--- src/rtl/jk_ctl_pkg.sv ---
// rtl/jk_ctl_pkg.sv - shared types and constants for the jump charge controller
// Purpose: sequencer state enum, walk direction encodings, velocity width.
package jk_ctl_pkg;

  typedef enum logic [1:0] {
    IDLE     = 2'd0,
    CHARGING = 2'd1,
    LAUNCH   = 2'd2,
    AIRBORNE = 2'd3
  } state_t;

  localparam logic [1:0] WALK_NONE  = 2'b00;
  localparam logic [1:0] WALK_RIGHT = 2'b01;
  localparam logic [1:0] WALK_LEFT  = 2'b10;

  localparam int VEL_W = 16;

endpackage

--- src/rtl/ms_tick_gen.sv ---
// rtl/ms_tick_gen.sv - free-running 1 ms tick pulse generator
// Ports:
//   clk    system clock
//   rst_n  asynchronous active-low reset
//   tick   1-cycle pulse every CLOCKS_PER_MS cycles (at terminal count)
module ms_tick_gen #(
  parameter int CLOCKS_PER_MS = 1_000_000
) (
  input  logic clk,
  input  logic rst_n,
  output logic tick
);

  localparam int CW = (CLOCKS_PER_MS > 1) ? $clog2(CLOCKS_PER_MS) : 1;
  localparam logic [CW-1:0] TERM = CW'(CLOCKS_PER_MS - 1);

  logic [CW-1:0] cnt;

  always_ff @(posedge clk or negedge rst_n) begin
    if (!rst_n) begin
      cnt <= '0;
    end else if (cnt == TERM) begin
      cnt <= '0;
    end else begin
      cnt <= cnt + 1'b1;
    end
  end

  assign tick = (cnt == TERM);

endmodule

--- src/rtl/jump_charge_ctl.sv ---
// rtl/jump_charge_ctl.sv - space-hold charge to jump command sequencer
// Optional feature macro: JUMP_AUTO_RELEASE_EN (launch automatically at full charge).
// Ports:
//   clk, rst_n                 clock, asynchronous active-low reset
//   key_space/left/right       held keys, synchronous to clk
//   grounded                   rectangle resting on floor
//   jump_ready                 physics accepts jump command
//   jump_valid                 jump command pending
//   jump_vy [15:0]             signed launch velocity, negative = up
//   jump_vx [7:0]              signed horizontal velocity
//   walk_dir [1:0]             01 right, 10 left, 00 none
//   charge_level [4:0]         current charge
//   charging                   high while charging
module jump_charge_ctl
  import jk_ctl_pkg::*;
#(
  parameter int CLOCKS_PER_MS  = 1_000_000,
  parameter int CHARGE_STEP_MS = 10,
  parameter int MAX_CHARGE     = 31,
  parameter int MIN_VY         = 4,
  parameter int VY_PER_LEVEL   = 1,
  parameter int VX_JUMP        = 3
) (
  input  logic             clk,
  input  logic             rst_n,
  input  logic             key_space,
  input  logic             key_left,
  input  logic             key_right,
  input  logic             grounded,
  input  logic             jump_ready,
  output logic             jump_valid,
  output logic [VEL_W-1:0] jump_vy,
  output logic [7:0]       jump_vx,
  output logic [1:0]       walk_dir,
  output logic [4:0]       charge_level,
  output logic             charging
);

  localparam logic [4:0]  MAX_LVL   = 5'(MAX_CHARGE);
  localparam logic [15:0] STEP_LAST = 16'(CHARGE_STEP_MS - 1);

  state_t          state;
  logic            tick;
  logic            space_prev;
  logic            air_seen;   // grounded has been seen low since leaving the floor
  logic [15:0]     step_cnt;
  logic            step_hit;
  logic [4:0]      charge_nxt;
  logic            launch_now;
  logic [1:0]      walk_req;
  logic [7:0]      vx_sel;
  logic [VEL_W-1:0] vy_mag;

  ms_tick_gen #(.CLOCKS_PER_MS(CLOCKS_PER_MS)) u_tick (
    .clk   (clk),
    .rst_n (rst_n),
    .tick  (tick)
  );

  assign step_hit   = tick && (step_cnt == STEP_LAST);
  // Increment takes effect before a same-cycle release so the launch uses it.
  assign charge_nxt = (step_hit && charge_level != MAX_LVL) ? charge_level + 5'd1 : charge_level;
`ifdef JUMP_AUTO_RELEASE_EN
  assign launch_now = !key_space || (charge_nxt == MAX_LVL);
`else
  assign launch_now = !key_space;
`endif

  always_comb begin
    walk_req = WALK_NONE;
    if (grounded && key_right && !key_left) walk_req = WALK_RIGHT;
    else if (grounded && key_left && !key_right) walk_req = WALK_LEFT;
  end

  always_comb begin
    vx_sel = 8'd0;
    if (key_right && !key_left) vx_sel = 8'(VX_JUMP);
    else if (key_left && !key_right) vx_sel = -8'(VX_JUMP);
  end

  assign vy_mag   = VEL_W'(MIN_VY) + VEL_W'(VY_PER_LEVEL) * VEL_W'(charge_nxt);
  assign charging = (state == CHARGING);

  always_ff @(posedge clk or negedge rst_n) begin
    if (!rst_n) begin
      state        <= IDLE;
      space_prev   <= 1'b0;
      air_seen     <= 1'b0;
      step_cnt     <= '0;
      charge_level <= '0;
      jump_valid   <= 1'b0;
      jump_vy      <= '0;
      jump_vx      <= '0;
      walk_dir     <= WALK_NONE;
    end else begin
      space_prev <= key_space;
      case (state)
        IDLE: begin
          walk_dir <= walk_req;
          if (key_space && !space_prev && grounded) begin
            state        <= CHARGING;
            charge_level <= '0;
            step_cnt     <= '0;
            walk_dir     <= WALK_NONE;
          end
        end
        CHARGING: begin
          walk_dir <= WALK_NONE;
          if (!grounded) begin
            // Leaving the floor mid-charge aborts without a command.
            charge_level <= '0;
            air_seen     <= 1'b1;
            state        <= AIRBORNE;
          end else begin
            if (tick) step_cnt <= step_hit ? 16'd0 : step_cnt + 16'd1;
            charge_level <= charge_nxt;
            if (launch_now) begin
              jump_vy    <= -vy_mag;
              jump_vx    <= vx_sel;
              jump_valid <= 1'b1;
              state      <= LAUNCH;
            end
          end
        end
        LAUNCH: begin
          if (jump_ready) begin
            jump_valid   <= 1'b0;
            charge_level <= '0;
            air_seen     <= 1'b0;
            state        <= AIRBORNE;
          end
        end
        AIRBORNE: begin
          if (!grounded) air_seen <= 1'b1;
          else if (air_seen) state <= IDLE;
        end
        default: state <= IDLE;
      endcase
    end
  end

endmodule
--- config.mk ---
export PLATFORM = sky130hd
export DESIGN_NAME = jump_charge_ctl
export DESIGN_NICKNAME = d
export VERILOG_FILES = /design/src/rtl/jk_ctl_pkg.sv /design/src/rtl/ms_tick_gen.sv /design/src/rtl/jump_charge_ctl.sv
export SDC_FILE = /design/constraint.sdc
export NUM_CORES = 1
export LEC_CHECK = 0
export CAP_MARGIN = 40
export CORE_MARGIN = 2
export CORE_UTILIZATION = 30
export DETAILED_ROUTE_END_ITERATION = 8
export HOLD_SLACK_MARGIN = 0.15
export PLACE_DENSITY_LB_ADDON = 0.05
export SETUP_SLACK_MARGIN = 0.2
export SYNTH_ARGS = -nofsm -noshare
export SYNTH_HDL_FRONTEND = slang
export SYNTH_SLANG_ARGS = --single-unit
--- constraint.sdc ---
create_clock -name clk -period 2.5 [get_ports clk]
set_input_delay 0.5 -clock clk [delete_from_list [all_inputs] [get_ports clk]]
set_output_delay 0.5 -clock clk [all_outputs]
set_load 0.005 [all_outputs]
; ---- Yosys cells after proc, flatten, opt, wreduce, memory -nomap -nowiden
; Index checks and enable logic that the tools add are counted.
[totals]
reg_bits = 72
input_bits = 7
out_inout_bits = 33
elab_cells = 86
[op_classes]
n_addsub = 5
n_eq_ne = 15
n_mux = 30
bitwise_logic = 1
n_reduce_logical = 25
[op_table]
columns = cell, count
row1 = 16-bit two-way mux, 4
row2 = 16-bit case mux with 2 select lines, 1
row3 = "20-bit by 1-bit adder with 20-bit output, second input constant", 1
row4 = "20-bit == test, second input constant", 1
row5 = 20-bit two-way mux, 1
row6 = 5-bit two-way mux, 4
row7 = 2-bit two-way mux, 9
row8 = "16-bit by 1-bit adder with 16-bit output, second input constant", 1
row9 = "16-bit by 4-bit == test with 1-bit output, second input constant", 1
row10 = 8-bit two-way mux, 2
row11 = 6-bit negation with 16-bit output, 1
row12 = 5-bit case mux with 3 select lines, 1
row13 = "2-bit inequality test, second input constant", 7
row14 = 1-bit logical AND, 10
row15 = 3-bit AND reduction, 3
row16 = 2-bit case mux with 4 select lines, 1
row17 = 4-bit AND reduction, 2
row18 = "3-bit by 5-bit adder with 6-bit output, first input constant", 1
row19 = 2-bit nonzero test, 3
row20 = "5-bit by 1-bit adder with 5-bit output, second input constant", 1
row21 = "5-bit inequality test, second input constant", 1
row22 = 5-bit AND reduction, 1
row23 = "2-bit == test, second input constant", 2
row24 = 1-bit two-way mux, 4
row25 = 10 further kinds, 13

; ---- Longest topological paths before layout
[depth]
ltp_word = 6
mapped_depth = 9
mapped_depth_nobuf = 9

; ---- Cells and area by module
; Synthesis repeated with hierarchy kept, for this count alone.
[hier_totals]
cells_unflattened = 333
hier_area_um2 = 3271.9
[by_module_without_submodules]
columns = module, n_inst, cells_each, area_each_um2, seq_area_each_um2
row1 = jump_charge_ctl, 1, 236, 2225.9, 950.9
row2 = ms_tick_gen, 1, 97, 1046.0, 500.5

; ---- Worst setup path before layout
; No wires, ideal clock.
[synth_path]
path_type = reg2reg
from = register charge_level[0]
to = register jump_vy[4]
setup_time_ps = 82
t_arrival_ps = 2486
t_required_ps = 2418
slack_ps = -68
stages_incl_launch_ff = 9
n_path_buf = 0
period_less_slack_ps = 2568
cell_sequence = dfrtp_1 ha_1 and3_1 ha_1 nor4_4 xnor2_1 ha_1 or4_1 a31oi_1
[synth_between]
elab_chain_cells = 5
elab_cells_between_ends = 6
classes_between = add/sub: 3 / eq/ne: 1 / mux: 1 / reduce/logical: 1
[synth_lines]
columns = element, line_no
row1 = start: declaration, jump_charge_ctl.sv:35  ; output logic [4:0] charge_level,
row2 = start signal: assignment, jump_charge_ctl.sv:116  ; charge_level <= charge_nxt;
row3 = branches (longest 2 deep; another with 5-bit by 1-bit adder with 5-bit output), -
row4 = 5-bit two-way mux *, jump_charge_ctl.sv:62  ; assign charge_nxt = (step_hit && charge_level != MAX_LVL) ? charge_level + 5'd1 : charge_level;
row5 = 3-bit by 5-bit adder with 6-bit output *, jump_charge_ctl.sv:81  ; assign vy_mag = VEL_W'(MIN_VY) + VEL_W'(VY_PER_LEVEL) * VEL_W'(charge_nxt);
row6 = 6-bit negation with 16-bit output *, jump_charge_ctl.sv:118  ; jump_vy <= -vy_mag;
row7 = end signal: assignment, jump_charge_ctl.sv:118
row8 = end: declaration, jump_charge_ctl.sv:32  ; output logic [VEL_W-1:0] jump_vy,
; Mark *: on every way between the ends.
; A chain may end at the register's enable or synchronous reset.

; ---- Worst setup path after layout
; Same ends and word-level chain as after synthesis.

==> run metrics <==
syn nets=349; total clock buffers created by CTS=9; layout cell share with drive strength beyond 1=0.1930; outcome=complete, no violations; Routability Congestion=0.7565; Max-Slew Margin vs Limit=0.6043; crit end category=register; arrival time of the worst setup path=approximately 2600 ps; CTS sink cnt=58; root buffer selected by CTS=sky130_fd_sc_hd__clkbuf_8; number of library cell types mapped by synthesis=between 40 and 50; timing startpoint of the critical path=charge_level[0]; dominant cell type by area after synthesis=sky130_fd_sc_hd__dfrtp_1; flip-flop and latch count after synthesis=58; count of fill cells added during filler insertion=about 1100; number of failing setup endpoints in the final timing report=0; number of antenna-violating nets in the routed design=0; CP Data Required Time=2760 ps; Die Area=between 10000 and 15000 µm²; power density relative to cell area=between 600 and 700 nW/µm²; fraction of the yosys area taken by sequential cells=0.4603; clock period minus final worst setup slack=between 2000 and 2500 ps; measured slew at the worst slew-check pin=593.6 ps; total number of placement rows=37; buffers and inverters on the worst path=2; largest stage delay on the critical path=about 530 ps; number of pins with negative max-slew slack in the final report=0; via count of the routed design=about 2500; sum of net half-perimeters after detailed placement=about 5200 µm; number of cells after detailed placement=between 500 and 600; per-instance average area after synthesis=approximately 9.6 µm²; number of antenna violations at the first check in global routing=0; Die Wd=approximately 110 µm; startpoint kind of the worst setup timing path=register; path type of the worst min-delay path=in2async; detailed-router iteration count before antenna repair=4; Core Area=approximately 10000 µm²; R2R setup slack=roughly 170 ps; Yosys warning count=0; Maximum Capacitance Violations=0; LEAKAGE=between 0.0015 and 0.002 µW; cell with the most instances on the worst path=sky130_fd_sc_hd__buf_4; Inserted Diodes=0; total power after layout=roughly 2900 µW; overall die height=around 110 µm; GRT Util Overall=0.1401; end of the worst register-to-register path=jump_vy[4]; final worst-path cycle share=0.9339; worst-case reg-to-reg path depth=9; chain of cells forming the critical path=ha_2, and3_4, ha_4, nor4_4, buf_4, buf_4, mux2i_1, or4_1, a31oi_1; maximum vdd ir drop=0.4054 mV; clock skew=~9.2 ps; number of standard cells after synthesis=330; post-synthesis async set-or-reset flop share=1.000; post-route insts no fill=between 500 and 600; TritonCTS clock tree=built; count of buffers from port buffering=39; buffer levels on the longest clock path=2; Post-route DRC=0; Synth top area share=0.4603; unrepaired setup endpoints after global routing=yes; synthesis-to-finish area growth=33.33%; sequential cell area=between 1000 and 1500 µm²; largest net degree at the start of global routing=36; Hold Vio Cnt, Final=0; final routed wire length divided by cell count=about 14 µm; leftover overflow at the end of global routing=0; effective utilization at floorplan=0.3068; post-detailed-route via-to-cell ratio=~4.7; number of top-level pins=40; total routed wirelength=between 7000 and 8000 µm; crit-path max FO=4; global-route wire length before repair=between 10000 and 15000 µm; critical path type=reg2reg; via count of the first global-routing pass=approximately 2500; synth top area cells=sky130_fd_sc_hd__dfrtp_1 (46%), sky130_fd_sc_hd__o21ai_0 (5.4%), sky130_fd_sc_hd__nand2_1 (5.1%); clock insertion delay at the later pin of the skew report=around 340 ps; final hold slack=between 150 and 200 ps; Top Family by Delay on Critical Path=simple AND/OR/NAND/NOR gates; multi-input combinational cell area=approximately 1700 µm²; final core utilization=0.4091; number of nets at the end of the flow=between 400 and 500; CP max stage cell=sky130_fd_sc_hd__or4_1; maximum clock frequency=0.4283 GHz; aggregate negative setup slack=0 ps; most used flip-flop cell after synthesis=sky130_fd_sc_hd__dfrtp_1; Syn Std Cell Area=around 3200 µm²; EDFF count, synth=0; clock transition time at the flip-flop clock pins of the worst setup and hold paths=around 60 ps; reg-to-reg startpoint=charge_level[0]; number of buffers added to fix hold violations after cts=0; number of H-tree levels=3; 1st-iter DRT viols=between 100 and 150
synth_stat cells (all sizes together) (3+ instances only):
master  count
a21oi       8
xor2       14
nand4       4
buf        15
nor2b       6
nand2b      5
inv         7
dfrtp      58
ha         12
and2        4
xnor2       8
o21ai      34
nor2       32
clkbuf      7
a31oi       4
o31ai       9
nand3      16
nor4        7
nand2      43
and4        5
and3        7
or2         3
worst max path at each step:
stage                                  to  slack (ps)  cells past startpoint
after global placement    charge_level[0]          70                      8
after CTS                      jump_vy[4]         150                      9
final                          jump_vy[4]         170                      9
after floorplan                jump_vy[4]          50                      9
after detailed placement       jump_vy[4]           6                      8
after global routing           jump_vy[4]          30                      9
registers in the layout, indices dropped and copies added (netlist names):
signal	cells
space_prev	1
jump_valid	1
air_seen	1
walk_dir	2
step_cnt	16
charge_level	5
u_tick.cnt	20
jump_vy	7
jump_vx	3
state	2
cells in the final DEF, fill, tap and decap left out, drive strengths merged, types with 5 or more instances in the layout:
| cell | synthesis | routed |
|---|---|---|
| dfrtp | 58 | 58 |
| nand2 | 43 | 43 |
| clkdlybuf4s50 | 0 | 38 |
| buf | 15 | 38 |
| o21ai | 34 | 34 |
| nor2 | 32 | 32 |
| nand3 | 16 | 16 |
| xor2 | 14 | 14 |
| clkbuf | 7 | 13 |
| ha | 12 | 12 |
| o31ai | 9 | 9 |
| a21oi | 8 | 8 |
| xnor2 | 8 | 8 |
| inv | 7 | 7 |
| and3 | 7 | 7 |
| nor4 | 7 | 7 |
| nor2b | 6 | 6 |
| and4 | 5 | 5 |
| nand2b | 5 | 5 |
cell type report:
class / instances / share of cell area
inverter: 7 / 0.006250
multi-input combinational: 243 / 0.3958
tap: 136 / 0.04048
clock inverter: 2 / 0.008333
clock buffer: 13 / 0.04018
timing repair buffer: 76 / 0.1637
sequential: 58 / 0.3452
through the flow:
step / instance area (µm²) / setup slack [ps]
floorplan: 3164 / 49.43
global placement: 3856 / 68.02
detailed placement: 3856 / 6.474
CTS: 4134 / 147.5
global route: 4204 / 33.73
finish: 4204 / 165.1
timing repair:
| action | CTS | global route |
|---|---|---|
| endpoints found under the setup margin | 5 | 19 |
| pin swaps | 5 | 3 |
| setup buffers | 4 | 0 |
| resized for setup | 8 | 10 |
routing by layer:
metal	GRT usage	vias to the layer above	wire length [µm]
met2	0.2115	31	3516
li1	-	1271	-
met1	0.1908	1212	3610
met3	0.04047	7	210
met4	0.05009	0	86
met5	0	-	0
power breakdown:
group | total (µW) | internal (µW) | switching, µW
Combinational | 859 | 446 | 413
Sequential | 1110 | 1030 | 80.5
Clock | 909 | 535 | 373
kinds of logic after synthesis:
kind of cell / synth area share
AND/OR/NAND/NOR: 0.2512
AO/OA/AOI/OAI: 0.1147
flip-flops: 0.4603
buffers and inverters: 0.05159
XOR/XNOR: 0.06111
adder cells (fa/ha/maj): 0.04762
multiplexers: 0.01349
worst register-to-register path, cell delays in order, from the launching register on:
cell and delay, ps:
sky130_fd_sc_hd__dfrtp_1 390, sky130_fd_sc_hd__ha_2 200, sky130_fd_sc_hd__and3_4 180, sky130_fd_sc_hd__ha_4 170, sky130_fd_sc_hd__nor4_4 250, sky130_fd_sc_hd__buf_4 170, sky130_fd_sc_hd__buf_4 120, sky130_fd_sc_hd__mux2i_1 120
sky130_fd_sc_hd__or4_1 530, sky130_fd_sc_hd__a31oi_1 140
Note: power is estimated with default switching activity, not from simulation.
